## src/rtl/cache_pkg.sv

```systemverilog
// Shared types, constants and address helper for the cache line refill path.
// WORDS and CNT_W follow from the default line and beat widths held here.
package cache_pkg;

    localparam int unsigned DEF_LINE_WIDTH = 256;
    localparam int unsigned DEF_DATA_WIDTH = 32;
    localparam int unsigned DEF_DEPTH      = 128;
    localparam int unsigned DEF_ADDR_WIDTH = 32;

    localparam int unsigned WORDS    = DEF_LINE_WIDTH / DEF_DATA_WIDTH;
    localparam int unsigned CNT_W    = $clog2(WORDS);
    localparam int unsigned OFFSET_W = $clog2(DEF_LINE_WIDTH / 8);

    typedef enum logic [1:0] {
        IDLE,
        REQ,
        RECV,
        WRITE
    } refill_state_e;

    // Drop the byte offset within a line so bursts always start on a line boundary.
    function automatic logic [DEF_ADDR_WIDTH-1:0] line_align(input logic [DEF_ADDR_WIDTH-1:0] addr);
        line_align = {addr[DEF_ADDR_WIDTH-1:OFFSET_W], {OFFSET_W{1'b0}}};
    endfunction

endpackage

```

## src/rtl/refill_line_buffer.sv

```systemverilog
// Line assembly buffer: one register per beat plus a mask of which words arrived.
// Word 0 occupies the least significant bits of the assembled line.
module refill_line_buffer
    import cache_pkg::*;
#(
    parameter int unsigned DATA_WIDTH = DEF_DATA_WIDTH
) (
    input  logic                        clk_i,
    input  logic                        rst_ni,
    input  logic                        clr_i,
    input  logic                        wr_i,
    input  logic [CNT_W-1:0]            idx_i,
    input  logic [DATA_WIDTH-1:0]       wdata_i,
    output logic [WORDS*DATA_WIDTH-1:0] line_o,
    output logic [WORDS-1:0]            mask_o
);

    logic [WORDS-1:0][DATA_WIDTH-1:0] words_q;
    logic [WORDS-1:0]                 mask_q;

    // Data storage carries no reset; the mask alone says which words are valid.
    always_ff @(posedge clk_i) begin
        if (wr_i) begin
            words_q[idx_i] <= wdata_i;
        end
    end

    always_ff @(posedge clk_i or negedge rst_ni) begin
        if (!rst_ni) begin
            mask_q <= '0;
        end else if (clr_i) begin
            mask_q <= '0;
        end else if (wr_i) begin
            mask_q[idx_i] <= 1'b1;
        end
    end

    assign line_o = words_q;
    assign mask_o = mask_q;

endmodule

```

## src/rtl/cache_refill_unit.sv

```systemverilog
// Refill engine: takes a line miss, bursts the line in from memory, and writes
// the assembled line into the cache BRAM in one cycle with a completion pulse.
module cache_refill_unit
    import cache_pkg::*;
#(
    parameter int unsigned LINE_WIDTH = DEF_LINE_WIDTH,
    parameter int unsigned DATA_WIDTH = DEF_DATA_WIDTH,
    parameter int unsigned DEPTH      = DEF_DEPTH,
    parameter int unsigned ADDR_WIDTH = DEF_ADDR_WIDTH,
    localparam int unsigned IDX_W     = $clog2(DEPTH)
) (
    input  logic                  clk_i,
    input  logic                  rst_ni,

    input  logic                  req_valid_i,
    output logic                  req_ready_o,
    input  logic [ADDR_WIDTH-1:0] req_addr_i,
    input  logic [IDX_W-1:0]      req_index_i,

    output logic                  mem_req_valid_o,
    input  logic                  mem_req_ready_i,
    output logic [ADDR_WIDTH-1:0] mem_req_addr_o,
    output logic [CNT_W:0]        mem_req_len_o,
    input  logic                  mem_rvalid_i,
    output logic                  mem_rready_o,
    input  logic [DATA_WIDTH-1:0] mem_rdata_i,
    input  logic                  mem_rlast_i,

    output logic                  bram_wen_o,
    output logic [WORDS-1:0]      bram_wmask_o,
    output logic [IDX_W-1:0]      bram_waddr_o,
    output logic [LINE_WIDTH-1:0] bram_wline_o,

    output logic                  fill_done_o,
    output logic                  fill_err_o,
    output logic [IDX_W-1:0]      fill_index_o
);

    localparam logic [CNT_W-1:0] LAST_IDX  = CNT_W'(WORDS - 1);
    localparam logic [CNT_W:0]   BURST_LEN = (CNT_W + 1)'(WORDS);

    refill_state_e         state_q, state_d;
    logic [CNT_W-1:0]      cnt_q, cnt_d;
    logic [ADDR_WIDTH-1:0] addr_q, addr_d;
    logic [IDX_W-1:0]      index_q, index_d;
    logic                  err_q, err_d;

    logic                  buf_clr;
    logic                  buf_wr;
    logic [LINE_WIDTH-1:0] buf_line;
    logic [WORDS-1:0]      buf_mask;
    logic                  last_beat;

    refill_line_buffer #(
        .DATA_WIDTH (DATA_WIDTH)
    ) u_line_buffer (
        .clk_i   (clk_i),
        .rst_ni  (rst_ni),
        .clr_i   (buf_clr),
        .wr_i    (buf_wr),
        .idx_i   (cnt_q),
        .wdata_i (mem_rdata_i),
        .line_o  (buf_line),
        .mask_o  (buf_mask)
    );

    assign last_beat     = (cnt_q == LAST_IDX);
    assign mem_req_len_o = BURST_LEN;

    always_ff @(posedge clk_i or negedge rst_ni) begin
        if (!rst_ni) begin
            state_q <= IDLE;
            cnt_q   <= '0;
            addr_q  <= '0;
            index_q <= '0;
            err_q   <= 1'b0;
        end else begin
            state_q <= state_d;
            cnt_q   <= cnt_d;
            addr_q  <= addr_d;
            index_q <= index_d;
            err_q   <= err_d;
        end
    end

    always_comb begin
        state_d         = state_q;
        cnt_d           = cnt_q;
        addr_d          = addr_q;
        index_d         = index_q;
        err_d           = err_q;
        buf_clr         = 1'b0;
        buf_wr          = 1'b0;
        req_ready_o     = 1'b0;
        mem_req_valid_o = 1'b0;
        mem_req_addr_o  = '0;
        mem_rready_o    = 1'b0;
        bram_wen_o      = 1'b0;
        bram_wmask_o    = '0;
        bram_waddr_o    = '0;
        bram_wline_o    = '0;
        fill_done_o     = 1'b0;
        fill_err_o      = 1'b0;
        fill_index_o    = '0;

        unique case (state_q)
            IDLE: begin
                req_ready_o = 1'b1;
                if (req_valid_i) begin
                    addr_d  = line_align(req_addr_i);
                    index_d = req_index_i;
                    cnt_d   = '0;
                    err_d   = 1'b0;
                    buf_clr = 1'b1;
                    state_d = REQ;
                end
            end
            REQ: begin
                mem_req_valid_o = 1'b1;
                mem_req_addr_o  = addr_q;
                if (mem_req_ready_i) begin
                    state_d = RECV;
                end
            end
            // The counter stops on the terminating beat so it can never wrap.
            RECV: begin
                mem_rready_o = 1'b1;
                if (mem_rvalid_i) begin
                    buf_wr = 1'b1;
                    if (mem_rlast_i || last_beat) begin
                        err_d   = mem_rlast_i ^ last_beat;
                        state_d = WRITE;
                    end else begin
                        cnt_d = cnt_q + 1'b1;
                    end
                end
            end
            WRITE: begin
                bram_wen_o   = 1'b1;
                bram_wmask_o = buf_mask;
                bram_waddr_o = index_q;
                bram_wline_o = buf_line;
                fill_done_o  = 1'b1;
                fill_err_o   = err_q;
                fill_index_o = index_q;
                state_d      = IDLE;
            end
            default: state_d = IDLE;
        endcase
    end

endmodule
```

## config.mk

```make
export PLATFORM = sky130hd
export DESIGN_NAME = cache_refill_unit
export DESIGN_NICKNAME = d
export VERILOG_FILES = /design/src/rtl/cache_pkg.sv /design/src/rtl/refill_line_buffer.sv /design/src/rtl/cache_refill_unit.sv
export SDC_FILE = /design/constraint.sdc
export NUM_CORES = 1
export LEC_CHECK = 0
export BUFFER_PORTS_ARGS = -buffer_cell sky130_fd_sc_hd__buf_2
export CAP_MARGIN = 20
export CORE_MARGIN = 3
export CORE_UTILIZATION = 24
export DETAILED_ROUTE_END_ITERATION = 6
export GPL_ROUTABILITY_DRIVEN = 0
export SYNTH_ARGS = -nofsm -noshare
export SYNTH_HDL_FRONTEND = slang
export SYNTH_SLANG_ARGS = --single-unit
```

## constraint.sdc

```tcl
create_clock -name clk_i -period 4.3 [get_ports clk_i]
set_input_delay 0.645 -clock clk_i [delete_from_list [all_inputs] [get_ports clk_i]]
set_output_delay 0.645 -clock clk_i [all_outputs]
set_load 0.1 [all_outputs]
```

=== Yosys cells after proc, flatten, opt, wreduce, memory -nomap -nowiden ===
Cells that the tools add are included.

* Register bits: 304
* Bits in latches: 0
* RAM bits: 0
* Bits in read-only memories: 0
* Input bits: 77
* Word-level logic and storage cells: 70
* Memories: 0

* Add/subtract/negate cells: 1
* Multipliers: 0
* Div/mod/pow operators: 0
* Order comparisons: 2
* Eq/ne operators: 9
* Shifts and indexed selects: 0
* Mux-type cells: 33
* Bitwise gates (word level): 2
* Reductions and logical operators: 9

{| class="wikitable"
|+ Operators with widths
! cell !! number
|-
| $bwmux 256 || 1
|-
| $mux 256 || 1
|-
| $demux 32 s3 || 1
|-
| $mux 32 || 2
|-
| $mux 8 || 3
|-
| $mux 1 || 13
|-
| $reduce_and 4->1 || 3
|-
| $ne 2x2->1 const B || 5
|-
| $mux 3 || 3
|-
| $mux 2 || 4
|-
| $or 8x8->8 || 1
|-
| $pmux 2 s4 || 1
|-
| $mux 7 || 1
|-
| $pmux 3 s2 || 1
|-
| $eq 2x2->1 const B || 2
|-
| $lt 3x4->1 const B || 1
|-
| $reduce_bool 2->1 || 2
|-
| $add 3x1->3 const B || 1
|-
| $demux 1 s3 || 1
|-
| $eq 3x3->1 const B || 1
|-
| $ge 3x1->1 const B || 1
|-
| $eq 2x1->1 const B || 1
|-
| $logic_not 2->1 || 1
|-
| $pmux 1 s2 || 1
|-
| 4 further kinds || 4
|}

=== Longest topological paths before layout ===
Gate-level depths: netlist of run 1.

* Depth in word-level cells: 7
* Mapped depth: 7

=== Cells and area by module ===
From an unflattened synthesis of run 1, not the netlist that was laid out.

* Cell total of the unflattened synthesis: 764
* Area total of the unflattened synthesis: 11923.9 um2

{| class="wikitable"
|+ Modules (own cells, without submodules)
! module !! instances !! cells each !! area each (um2) !! sequential area each (um2)
|-
| refill_line_buffer || 1 || 298 || 8072.7 || 7887.6
|-
| cache_refill_unit || 1 || 466 || 3851.2 || 1001.0
|}

=== Worst setup path after synthesis of run 1 ===
OpenSTA, ideal clock, no wires.

* Path kind: reg2reg
* Start: register state_q[0]
* End: register u_line_buffer.words_q, in the netlist u_line_buffer.line_o[0], enable pin
* Setup time: 0.463 ns
* Arrival: 3.936 ns
* Setup slack: -0.099 ns
* Stages on the path, launching flop included: 6
* Path buffers: 1
* Clock period less this slack: 4.399 ns
* Path through: dfrtp_1 -> inv_1 -> ha_1 -> buf_6 -> nand3b_1 -> nor3_1

* Longest elaborated chain between the ends: 2

{| class="wikitable"
|+ RTL lines
! what !! line !! text
|-
| start, declared || cache_refill_unit.sv:42 || <nowiki>refill_state_e state_q, state_d;</nowiki>
|-
| start signal, assigned || cache_refill_unit.sv:78 || <nowiki>state_q <= state_d;</nowiki>
|-
| $eq 2x2->1 || cache_refill_unit.sv:106 || <nowiki>unique case (state_q)</nowiki>
|-
| $mux 1 || cache_refill_unit.sv:106 ||
|-
| end signal, assigned by index || refill_line_buffer.sv:24 || <nowiki>words_q[idx_i] <= wdata_i;</nowiki>
|-
| end, declared || refill_line_buffer.sv:18 || <nowiki>logic [WORDS-1:0][DATA_WIDTH-1:0] words_q;</nowiki>
|}

No other way between the ends.
A chain may end at the register's enable or synchronous reset.

=== Worst setup path in the final report of run 1 ===
* Start: register state_q[0]
* End: output bram_wline_o[7]

* Longest elaborated chain between the ends: 2

{| class="wikitable"
|+ RTL lines
! what !! line !! text
|-
| $eq 2x2->1 || cache_refill_unit.sv:106 ||
|-
| $mux 256 || cache_refill_unit.sv:106 ||
|-
| end, declared || cache_refill_unit.sv:32 || <nowiki>output logic [LINE_WIDTH-1:0] bram_wline_o,</nowiki>
|}

No other way between the ends.

==> results of run 1 <==
## sequential cells by signal (all words and copies together), names as in the netlist
register              count
u_line_buffer.mask_o      8
u_line_buffer.line_o    256
index_q                   7
addr_q                   27
state_q                   2
err_q                     1
cnt_q                     3
## area by class of cell
class                   instances  area, sq um
inverters                       7        26.28
well taps                     656        820.8
clock inverters                15        143.9
fillers                      4825        32640
flip-flops and latches        304         8889
clock buffers                  47        930.9
repair buffers                395         2130
multi-input cells             392         2769
## per-layer routing
layer / up-vias / GRT usage (%)
met5: - / 0
met4: 0 / 3.512
met3: 42 / 4.586
met2: 314 / 20.17
met1: 3391 / 13.98
li1: 3319 / -
## worst max-delay path: stages (launching register included)
cell	delay, ns
dfrtp_1	0.44
ha_4	0.59
buf_12	0.35
and2_1	0.22
buf_2	0.43
## final timing paths
kind | from | end | slack [ns]
max | state_q[0] | bram_wline_o[7] | 0.98
min | rst_ni | addr_q[20] | 0.13
max reg2reg | state_q[0] | u_line_buffer.line_o[255] | 1.49
min reg2reg | u_line_buffer.mask_o[2] | u_line_buffer.mask_o[2] | 0.49
max in group asynchronous | rst_ni | u_line_buffer.mask_o[4] | 3.62
min in group clk_i | req_addr_i[28] | addr_q[28] | 0.34
## cell families after synthesis
family	after synthesis	synth area share [%]
mux	38	3.611
compound gates	14	1.042
buf+inv	61	2.821
flops	304	74.78
other cells	2	0.06318
fa+ha+maj	7	0.7368
simple gates	324	16.95
## placed cells by master, fill, tap and decap left out, types with 2 or more instances in the layout
cell type | Yosys | final
buf_4 | 18 | 4
nor2_4 | 0 | 6
and2_1 | 299 | 299
o21a_1 | 8 | 8
bufinv_16 | 0 | 2
buf_12 | 0 | 8
nand2b_1 | 3 | 3
nand2_2 | 2 | 2
conb_1 | 2 | 9
inv_1 | 7 | 7
mux2i_1 | 2 | 2
nor3_4 | 0 | 2
clkinv_1 | 0 | 6
dfrtp_1 | 48 | 48
clkbuf_1 | 30 | 11
buf_2 | 1 | 382
mux2_2 | 35 | 35
clkbuf_16 | 0 | 35
nand2_1 | 3 | 3
ha_1 | 7 | 6
edfxtp_1 | 256 | 256
clkinv_2 | 0 | 2
inv_6 | 0 | 3
## stage by stage
| stage | util [%] | setup WS (ns) | cell area (sq um) |
|---|---|---|---|
| after floorplan | - | 0.6871 | 11920 |
| after global placement | 30.21 | 1.500 | 14610 |
| after detailed placement | 30.21 | 1.413 | 14610 |
| after CTS | 32.44 | 0.9392 | 15680 |
| after global routing | 32.49 | 0.8075 | 15710 |
| final | 32.49 | 0.9751 | 15710 |
==> results_dict.tcl, run 1 <==
set metrics [dict create \
    antenna_cells 0 \
    remaining_drc_errors 0 \
    clock_latency_ns 0.53 \
    dr.max_layer_used "met4" \
    syn_area_sq_um 11890 \
    critPathMaxFanout 121 \
    rsz0062_at_grt "false" \
    ys_top_cells_by_area "edfxtp_1 65%, and2_1 16%, dfrtp_1 10%" \
    synth_flop_cell "edfxtp_1" \
    synthTopCellsByCount "299 x and2_1, 256 x edfxtp_1, 48 x dfrtp_1" \
    cts.sinks 304 \
    dieHeight_um 228.5 \
    wl_met2_mm 15.23 \
    synth_top_cell_area_share_pct 64.67 \
    syn_area_per_cell_sq_um 15.85 \
    dp_cells 1753 \
    tns_ns 0 \
    slew_headroom_pct 35.18 \
    fmax_mhz 300.8 \
    post_cts_buffers 0 \
    first_pass_iters 4 \
    fin_crit_ns 3.325 \
    hold_buffers 0 \
    end_kind "primary output" \
    globalRouteOverflowTotal 0 \
    grt_pass1_vias 7374 \
    antenna_found_initial 0 \
    via_per_inst 3.891 \
    grt_use_total_pct 11.89 \
    cts_buffers 34 \
    wl_mm 31.77 \
    yosysMostFrequentCell "and2_1" \
    path_class "reg2out" \
    die_area_sq_um 52230 \
    cts_buffer_depth 3 \
    maxCapViolations 0 \
    wl_met1_mm 12.88 \
    synth_cell_types 33 \
    yosysSeqAreaShare_pct 74.78 \
    status "complete, no violations" \
    start_util_pct 24.59 \
    setup_viol 0 \
    dp_hpwl_mm 22.11 \
    ys_ff_latch 304 \
    avgRoutedWirePerCell_um 17.49 \
    ys_warn_count 0 \
    yosysTopAreaCell "edfxtp_1" \
    min_path_type "in2async" \
    timing_hold_violations_final 0 \
    met3_wirelength_mm 2.956 \
    ant_nets 0 \
    async_flop_share_pct 15.79 \
    cts_resized 0 \
    io_pins 397 \
    grt_max_degree 122 \
    fp.dieW_um 228.5 \
    drtIter0Drc 232 \
    nets 1218 \
    area_growth_pct 32.16 \
    h-tree-depth 2 \
    crit_required_ns 3.65 \
    numPortBuffers 382 \
    crit_path_start_kind "flop" \
    route.vias.total 7066 \
    cts_tree "done" \
    arrival_ns 2.68 \
    fin_crit_sh_pct 77.32 \
    hold_slack_ns 0.1342 \
    synth_edf_count 256 \
    worst-r2r-cell-count 5 \
    fin_cells 1816 \
    syn_inst 750 \
    layout-drive-gt1-share_pct 42.41 \
    design.core.area_sq_um 48350 \
    grt_first_pass_wirelength_mm 47.04 \
    finalClockSkew_ns 0.01186 \
    rows 80 \
    clkTransAtPathRegs_ns 0.06 \
    tightest_slew_ns 0.9688 \
    cts_root_buf "clkbuf_16" \
    drv_slew 0 \
]
Power of run 1 is left out: the tool's default activity adds up to more than one toggle a clock period on the data nets, which glitch-free logic cannot reach.
==> run 2: changes to the inputs <==
==> constraint.sdc (replaced) <==
create_clock -name clk_i -period 2.83 [get_ports clk_i]
set_input_delay 0.4245 -clock clk_i [delete_from_list [all_inputs] [get_ports clk_i]]
set_output_delay 0.4245 -clock clk_i [all_outputs]
set_load 0.1 [all_outputs]
==> run 2 against run 1 <==
Effect of this change:
- via count is 1.3% higher
- critical path type unchanged
- largest cell class unchanged
- non-clock buffer count is 9 higher
- register-to-register slack got worse by 1.1 ns
- cell count is 0.44% higher
- utilization grew 4.9 points
- wire length fell by 0.22%
- design area increased by 15%
==> results_dict.tcl, run 2 (same netlist as run 1, synthesis figures left out) <==
set metrics [dict create \
    status "complete, no violations" \
    tightest_slew_ns 0.9481 \
    end_kind "primary output" \
    crit_chain "ha_4, buf_12, and2_1, buf_2" \
    crit_path_top_delay_cell "dfrtp_1" \
    design.core.area_sq_um 48350 \
    dp_hpwl_mm 21.74 \
    clock_latency_ns 0.53 \
    area_growth_pct 52.20 \
    first_pass_iters 4 \
    slowest_delay_ns 0.44 \
    wl_mm 31.70 \
    min_path_type "in2reg" \
    finalClockSkew_ns 0.01658 \
    drtIter0Drc 303 \
    cts_buffer_depth 3 \
    route.vias.total 7157 \
    crit_required_ns 2.41 \
    post_cts_buffers 0 \
    remaining_drc_errors 0 \
    grt.met1_usage_pct 14.31 \
    gr-usage-met3_pct 4.050 \
    setup_viol 0 \
    grt_use_total_pct 11.78 \
    fin_crit_ns 2.717 \
    cts_buffers 34 \
    ant_nets 0 \
    slew_headroom_pct 36.57 \
    antenna_found_initial 0 \
    grt_first_pass_wirelength_mm 46.53 \
    rows 80 \
    grt_max_degree 140 \
    start_util_pct 24.59 \
    clkTransAtPathRegs_ns 0.06 \
    critPathMaxFanout 126 \
    io_pins 397 \
    drv_slew 0 \
    fmax_mhz 368.0 \
    globalRouteOverflowTotal 0 \
    maxCapViolations 0 \
    critical-path-top-delay-family "buffers and inverters" \
    fin_crit_sh_pct 96.01 \
    dpl_worst_slack_ns 0.3623 \
    h-tree-depth 2 \
    fp.dieW_um 228.5 \
    largest_register_ffs 256 \
    layout_commonest_cell "and2_1" \
    final_cell_mix "292 x and2_1, 256 x edfxtp_1, 196 x buf_2" \
    cts_tree "done" \
    arrival_ns 2.29 \
    die_area_sq_um 52230 \
    antenna_cells 0 \
    nets 1227 \
    cp_num_buf_inv 2 \
    dieHeight_um 228.5 \
    via_per_inst 3.924 \
    timing_hold_violations_final 0 \
    cts.sinks 304 \
    crit_path_start_kind "flop" \
    top_usage_layer "met2" \
    timing.final.ws_setup_ns 0.1129 \
    avgRoutedWirePerCell_um 17.38 \
    grtUsageMet2_pct 19.77 \
    path_class "reg2out" \
    layout-drive-gt1-share_pct 43.58 \
    grt_pass1_vias 7283 \
    cts_root_buf "clkbuf_16" \
    numPortBuffers 382 \
]
==> run 2: area by class of cell <==
type	count	area, sq um
fillers	4608	30260
flip-flops and latches	304	8889
repair buffers	404	4522
multi-input cells	392	2780
clock buffers	45	902.1
well taps	656	820.8
clock inverters	16	151.4
inverters	7	26.28
==> run 2: path summary, 6_finish.rpt <==
check / startpoint / endpoint / slack, ns / cells after the start
worst min-delay path: req_index_i[4] / index_q[4] / 0.13 / 2
worst max register to register: state_q[0] / u_line_buffer.line_o[29] / 0.43 / 5
worst min register to register: u_line_buffer.mask_o[7] / u_line_buffer.mask_o[7] / 0.49 / 1
max in group asynchronous: rst_ni / index_q[1] / 1.64 / 3
worst max-delay path: state_q[0] / bram_wline_o[184] / 0.11 / 4
min in group asynchronous: rst_ni / addr_q[9] / 0.54 / 2
==> run 2: per-layer routing <==
layer | part of all wire [%] | wire length (um)
met1 | 41 | 13070
met2 | 48 | 15280
met5 | 0 | 0
met3 | 8.1 | 2579
met4 | 2.4 | 776
==> run 2: stage by stage <==
step | std cells | instance area (sq um) | util [%] | TNS (ns) | hold slack, ns
final | 1824 | 18090 | 37.42 | 0 | 0.1344
after global routing | 1824 | 18090 | 37.42 | -0.02446 | 0.09973
after CTS | 1824 | 18010 | 37.24 | 0 | 0.08978
after detailed placement | 1762 | 16940 | 35.04 | 0 | 0.4777
after global placement | 1762 | 16940 | 35.04 | 0 | 0.4666
after floorplan | 757 | 11960 | - | -0.002875 | 0.1289
==> run 2: what timing repair did <==
action,in CTS,in global routing
endpoints found under the setup margin,0,34
gates resized for setup,0,34
hold buffers,1,0
hold endpoints to repair,18,0
==> run 2: worst reg2reg max path, delay by kind of cell, from the launching register on <==
family / cells / cell delay (ns)
fa+ha+maj: 1 / 0.34
flops: 1 / 0.44
buf+inv: 2 / 0.43
simple gates: 2 / 0.87
Power of run 2 is left out for the same reason.
